==> src/rtl/stream_serializer_pkg.sv <==
// rtl/stream_serializer_pkg.sv - shared types and width helpers for the word-to-byte serializer
package stream_serializer_pkg;

    localparam int MAX_WORD_BYTES = 16;
    localparam int MAX_LEN_W      = 4;

    typedef enum logic {
        ST_IDLE = 1'b0,
        ST_SEND = 1'b1
    } state_t;

    // Sized for the widest legal word so the FIFO and shifter share one type.
    typedef struct packed {
        logic [8*MAX_WORD_BYTES-1:0] data;
        logic [MAX_LEN_W-1:0]        len;
    } fifo_entry_t;

    function automatic int len_width(input int word_bytes);
        return $clog2(word_bytes);
    endfunction

    function automatic int level_width(input int depth);
        return $clog2(depth) + 1;
    endfunction

endpackage

==> src/rtl/stream_word_fifo.sv <==
// rtl/stream_word_fifo.sv - single-clock word FIFO with occupancy level
module stream_word_fifo
    import stream_serializer_pkg::*;
#(
    parameter int DEPTH = 4,
    localparam int PTR_W = $clog2(DEPTH),
    localparam int LVL_W = level_width(DEPTH)
) (
    input  logic             clk,
    input  logic             reset_n,
    input  logic             push,
    input  fifo_entry_t      push_entry,
    input  logic             pop,
    output fifo_entry_t      pop_entry,
    output logic             full,
    output logic             empty,
    output logic [LVL_W-1:0] level
);

    logic [PTR_W-1:0] wr_ptr_q, wr_ptr_d;
    logic [PTR_W-1:0] rd_ptr_q, rd_ptr_d;
    logic [LVL_W-1:0] level_q, level_d;
    fifo_entry_t      mem_q [DEPTH];
    logic             do_push, do_pop;

    assign full      = (level_q == LVL_W'(DEPTH));
    assign empty     = (level_q == '0);
    assign level     = level_q;
    assign pop_entry = mem_q[rd_ptr_q];
    assign do_push   = push && !full;
    assign do_pop    = pop && !empty;

    // DEPTH is a power of two, so pointers wrap by natural overflow.
    always_comb begin
        wr_ptr_d = wr_ptr_q;
        rd_ptr_d = rd_ptr_q;
        level_d  = level_q;
        if (do_push) wr_ptr_d = wr_ptr_q + 1'b1;
        if (do_pop)  rd_ptr_d = rd_ptr_q + 1'b1;
        case ({do_push, do_pop})
            2'b10:   level_d = level_q + 1'b1;
            2'b01:   level_d = level_q - 1'b1;
            default: level_d = level_q;
        endcase
    end

    always_ff @(posedge clk) begin
        if (!reset_n) begin
            wr_ptr_q <= '0;
            rd_ptr_q <= '0;
            level_q  <= '0;
        end else begin
            wr_ptr_q <= wr_ptr_d;
            rd_ptr_q <= rd_ptr_d;
            level_q  <= level_d;
        end
    end

    always_ff @(posedge clk) begin
        if (do_push) mem_q[wr_ptr_q] <= push_entry;
    end

endmodule

==> src/rtl/stream_serializer.sv <==
// rtl/stream_serializer.sv - buffers wide words and emits them LSB byte first on an 8-bit stream
module stream_serializer
    import stream_serializer_pkg::*;
#(
    parameter int WORD_BYTES = 8,
    parameter int FIFO_DEPTH = 4,
    parameter int COUNT_W    = 16
) (
    input  logic                                clk,
    input  logic                                reset_n,
    input  logic                                word_in_valid,
    output logic                                word_in_ready,
    input  logic [8*WORD_BYTES-1:0]             word_in_data,
    input  logic [len_width(WORD_BYTES)-1:0]    word_in_len,
    output logic                                stream_out_valid,
    input  logic                                stream_out_ready,
    output logic [7:0]                          stream_out_data,
    output logic                                stream_out_last,
    output logic [level_width(FIFO_DEPTH)-1:0]  fifo_level,
    output logic                                busy,
    output logic [COUNT_W-1:0]                  byte_count
);

    localparam int LEN_W = len_width(WORD_BYTES);

    state_t               state_q, state_d;
    logic [MAX_LEN_W-1:0] idx_q, idx_d;
    fifo_entry_t          shift_q, shift_d;
    logic [COUNT_W-1:0]   count_q, count_d;

    fifo_entry_t entry_in, entry_out;
    logic        fifo_full, fifo_empty, fifo_pop, fifo_push, at_last;

    always_comb begin
        entry_in                      = '0;
        entry_in.data[8*WORD_BYTES-1:0] = word_in_data;
        entry_in.len[LEN_W-1:0]       = word_in_len;
    end

    // Ready depends only on the registered level so there is no path from stream_out_ready.
    assign word_in_ready = reset_n && !fifo_full;
    assign fifo_push     = word_in_valid && word_in_ready;

    stream_word_fifo #(
        .DEPTH (FIFO_DEPTH)
    ) u_fifo (
        .clk        (clk),
        .reset_n    (reset_n),
        .push       (fifo_push),
        .push_entry (entry_in),
        .pop        (fifo_pop),
        .pop_entry  (entry_out),
        .full       (fifo_full),
        .empty      (fifo_empty),
        .level      (fifo_level)
    );

    assign at_last          = (state_q == ST_SEND) && (idx_q == shift_q.len);
    assign stream_out_valid = (state_q == ST_SEND);
    assign stream_out_last  = at_last;
    assign stream_out_data  = (state_q == ST_SEND) ? shift_q.data[{idx_q, 3'b000} +: 8] : 8'h00;
    assign busy             = (state_q == ST_SEND) || !fifo_empty;
    assign byte_count       = count_q;

    always_comb begin
        state_d  = state_q;
        idx_d    = idx_q;
        shift_d  = shift_q;
        count_d  = count_q;
        fifo_pop = 1'b0;
        case (state_q)
            ST_IDLE: begin
                if (!fifo_empty) begin
                    fifo_pop = 1'b1;
                    shift_d  = entry_out;
                    idx_d    = '0;
                    state_d  = ST_SEND;
                end
            end
            ST_SEND: begin
                if (stream_out_ready) begin
                    count_d = count_q + 1'b1;
                    if (at_last) begin
                        idx_d = '0;
                        // Reload on the final byte's edge so words stream without a bubble.
                        if (!fifo_empty) begin
                            fifo_pop = 1'b1;
                            shift_d  = entry_out;
                        end else begin
                            state_d = ST_IDLE;
                        end
                    end else begin
                        idx_d = idx_q + 1'b1;
                    end
                end
            end
            default: state_d = ST_IDLE;
        endcase
    end

    always_ff @(posedge clk) begin
        if (!reset_n) begin
            state_q <= ST_IDLE;
            idx_q   <= '0;
            shift_q <= '0;
            count_q <= '0;
        end else begin
            state_q <= state_d;
            idx_q   <= idx_d;
            shift_q <= shift_d;
            count_q <= count_d;
        end
    end

endmodule
==> config.mk <==
export PLATFORM = sky130hd
export DESIGN_NAME = stream_serializer
export DESIGN_NICKNAME = d
export VERILOG_FILES = /design/src/rtl/stream_serializer_pkg.sv /design/src/rtl/stream_word_fifo.sv /design/src/rtl/stream_serializer.sv
export SDC_FILE = /design/constraint.sdc
export NUM_CORES = 1
export LEC_CHECK = 0
export ABC_AREA = 1
export CAP_MARGIN = 10
export CORE_ASPECT_RATIO = 0.7
export CORE_UTILIZATION = 49
export CTS_BUF_LIST = sky130_fd_sc_hd__clkbuf_16
export CTS_CLUSTER_SIZE = 30
export DETAILED_ROUTE_END_ITERATION = 10
export DONT_BUFFER_PORTS = 1
export GPL_ROUTABILITY_DRIVEN = 0
export PLACE_DENSITY = 0.67
export SLEW_MARGIN = 10
export SYNTH_ARGS = -nofsm -noshare
export SYNTH_HDL_FRONTEND = slang
export SYNTH_SLANG_ARGS = --single-unit
==> constraint.sdc <==
create_clock -name clk -period 5.2 [get_ports clk]
set_input_delay 0.78 -clock clk [delete_from_list [all_inputs] [get_ports clk]]
set_output_delay 0.78 -clock clk [all_outputs]
set_load 0.01 [all_outputs]
==> out/metrics.yaml <==
r2r_cells: 14
synthArstFlopShare_pct: 0
p_seq_share_pct: 43.3
die_w_um: 210
cts_resized: 0
synth.distinct_cells: 27
path_class: "register to output pin"
cpMostUsedCell: "nand2_1"
worstMarginPinSlew_ns: 1.15
post-route-period-util_pct: 63.8
start_util_pct: 50.5
crit_path_start: "idx_q[1]"
max_freq_ghz: 0.301
setup_viol: 0
synth_cells: 1435
drc: 0
fp-row-count: 52
grt_usage_pct: 21.2
post-cts-setup-buffers: 0
slowest_stage: "dfxtp_1"
status: "complete, no violations"
p_per_area_nw_per_um2: 531
dpl.hpwl_um: 19600
p_int_w: 0.00558
ant_nets: 0
rr_endpoint: "u_fifo.level[2]"
r2r_setup_slack_ns: 1.98
hold-worst-slack_ns: 0.334
area_delta_synth_final_pct: 8.80
p_leak_nw: 5.78
fillers: 2469
rsz0062_at_grt: "false"
seq_area_frac_synth_pct: 67.4
portBuffers: 0
cp-endpoint: "stream_out_last"
cts_buffers: 35
swShare_pct: 34.9
synth_commonest_cells: "nor2_1 (376), edfxtp_1 (268), o21ai_0 (200)"
post_drt_wl_per_cell_um: 17.6
grt_overflow: 0
drive_above_1_share_pct: 5.34
startpoint_type: "register"
grt_max_degree: 89
arrival_ns: 2.54
vias_per_cell: 5.36
antenna_found_initial: 0
worstPathCellList: "inv_4 > nand2_1 > nand2_1 > nor2_2 > nand2_1 > nor2_1"
syn-cell-area_um2: 14800
syn-num-nets: 1514
hold_viol: 0
grt_pass1_vias: 9232
cts.sinks: 365
max_cap_viol_count: 0
coreArea_um2: 29300
required_ns: 4.42
die_area_um2: 31000
r2r_start: "idx_q[1]"
yosysWarnings: 0
nets: 1479
grt_pass1_wl_um: 51000
pwr-share-clk_pct: 28.1
final-max-slew-violation-count: 0
design_area_um2: 16100
end_kind: "output pin"
cts_root_buf: "clkbuf_16"
synthMostInstantiatedCell: "nor2_1"
drt_iter0_drc: 1008
power_switching_w: 0.00299
ctsHtreeMaxLevel: 2
yosysTopAreaCell: "edfxtp_1"
pwr-share-comb_pct: 28.5
drt_pass1_iterations: 5
totalWireLength_um: 32200
synth_edf_count: 268
cts.path.max_buffers: 3
avgSynthCellArea_um2: 10.3
hold_class: "primary input to register"
synth_top_area_share_pct: 54.3
min_period_ns: 3.32
cts_tree: "yes"
finalClockSkew_ns: 0.0234
hold_buffers: 0
path_max_fanout: 29
slowest_delay_ns: 1.08
ys_seq_elements: 365
dr_total_vias: 9802
pre_cts_slack_ns: 1.79
design.portCount: 102
dpl_cell_area_um2: 15100
ys.flop_type: "edfxtp_1"
clk_pin_slew_worst_paths_ns: 0.07
antennaDiodeCount: 0
relSlewSlack_pct: 23.1
worst_slack_ns: 1.88
die_h_um: 148
synth.area.top_cells: "edfxtp_1 (54%), dfxtp_1 (13%), nor2_1 (9.5%), o21ai_0 (6.8%), nand2_1 (3.1%)"
fin_tns_setup_ns: 0
clk_latency_ns: 0.54
peakVddDrop_mv: 0.337
## worst min path at each step
stage / endpoint / slack (ns) / start / cells past startpoint
final: u_fifo.mem_q[2][9] / 0.33 / word_in_data[6] / 0
after global routing: u_fifo.mem_q[2][9] / 0.31 / word_in_data[6] / 0
after CTS: u_fifo.mem_q[2][9] / 0.32 / word_in_data[6] / 0
after detailed placement: shift_q[42] / 0.47 / shift_q[42] / 2
after global placement: shift_q[42] / 0.46 / shift_q[42] / 2
after floorplan: shift_q[29] / 0.45 / shift_q[29] / 2
## cell usage in the layout (no fill, tap or decap)
cell type / n
nand3_1: 59
ha_1: 7
clkinv_1: 8
o211ai_1: 8
xor2_1: 5
o21ai_0: 200
clkinv_8: 1
fa_1: 1
clkbuf_16: 36
nand3_2: 1
bufinv_16: 2
buf_4: 14
nand2_2: 1
nor2_4: 4
inv_1: 76
inv_4: 1
nor2_2: 2
nand4_1: 6
dfxtp_1: 95
nand3b_1: 30
inv_6: 1
clkinvlp_2: 1
nor2_1: 372
edfxtp_1: 268
clkinv_2: 6
nand2_1: 121
dfxtp_4: 2
inv_2: 4
a21oi_1: 43
o21ai_1: 39
and3_1: 8
nor3_1: 2
## routing by layer
layer / wire length [µm] / up-vias / GRT usage (%)
met5: 0 / - / 0
met4: 541 / 0 / 5.33
met3: 2480 / 46 / 5.67
met2: 14200 / 268 / 31.9
met1: 14900 / 4674 / 30.6
li1: - / 4814 / -
## per-stage QoR
stage,instances,total power (W),util (%)
CTS,1829,0.00863,55.0
global route,1829,0.00912,55.0
detailed placement,1768,0.00620,51.3
finish,1829,0.00857,55.0
global placement,1768,0.00617,51.3
floorplan,1435,0.00559,-
## final cells by class
cell class / instances / area [µm²] / area share, %
repair buffers: 14 / 105 / 0.652
well taps: 405 / 507 / 3.14
multi-input cells: 909 / 4170 / 25.8
flip-flops and latches: 365 / 10000 / 62.0
clock inverters: 25 / 171 / 1.06
inverters: 75 / 285 / 1.77
clock buffers: 36 / 901 / 5.58
## power groups by stage
stage	sequential (W)	combinational [W]	clock, W
2_1_floorplan	0.00360	0.00199	0
3_3_place_gp	0.00377	0.00240	0
3_5_place_dp	0.00377	0.00243	0
4_1_cts	0.00371	0.00245	0.00246
5_1_grt	0.00375	0.00280	0.00257
6_report	0.00371	0.00245	0.00241
## logic make-up (layout without fill, tap and decap cells)
group	after synthesis	in the layout	synth area share (%)
compound gates	290	290	9.92
xor+xnor	5	5	0.295
simple gates	606	606	16.9
buf+inv	161	150	4.75
flops	365	365	67.4
fa+ha+maj	8	8	0.726
## sequential cells by signal (all words and copies together) (netlist names), named ones only
signal and flops:
stream_out_valid 1, shift_q 67, byte_count 16, u_fifo.level 3, u_fifo.wr_ptr_q 2, idx_q 4
u_fifo.rd_ptr_q 2, u_fifo.mem_q 268
## critical path: cells and delay by family (launching register included)
| kind | cells | cell delay [ns] |
|---|---|---|
| DFF | 1 | 1.08 |
| and+or+nand+nor | 5 | 0.82 |
| buffers and inverters | 1 | 0.11 |
Note: power is estimated with default switching activity, not from simulation.
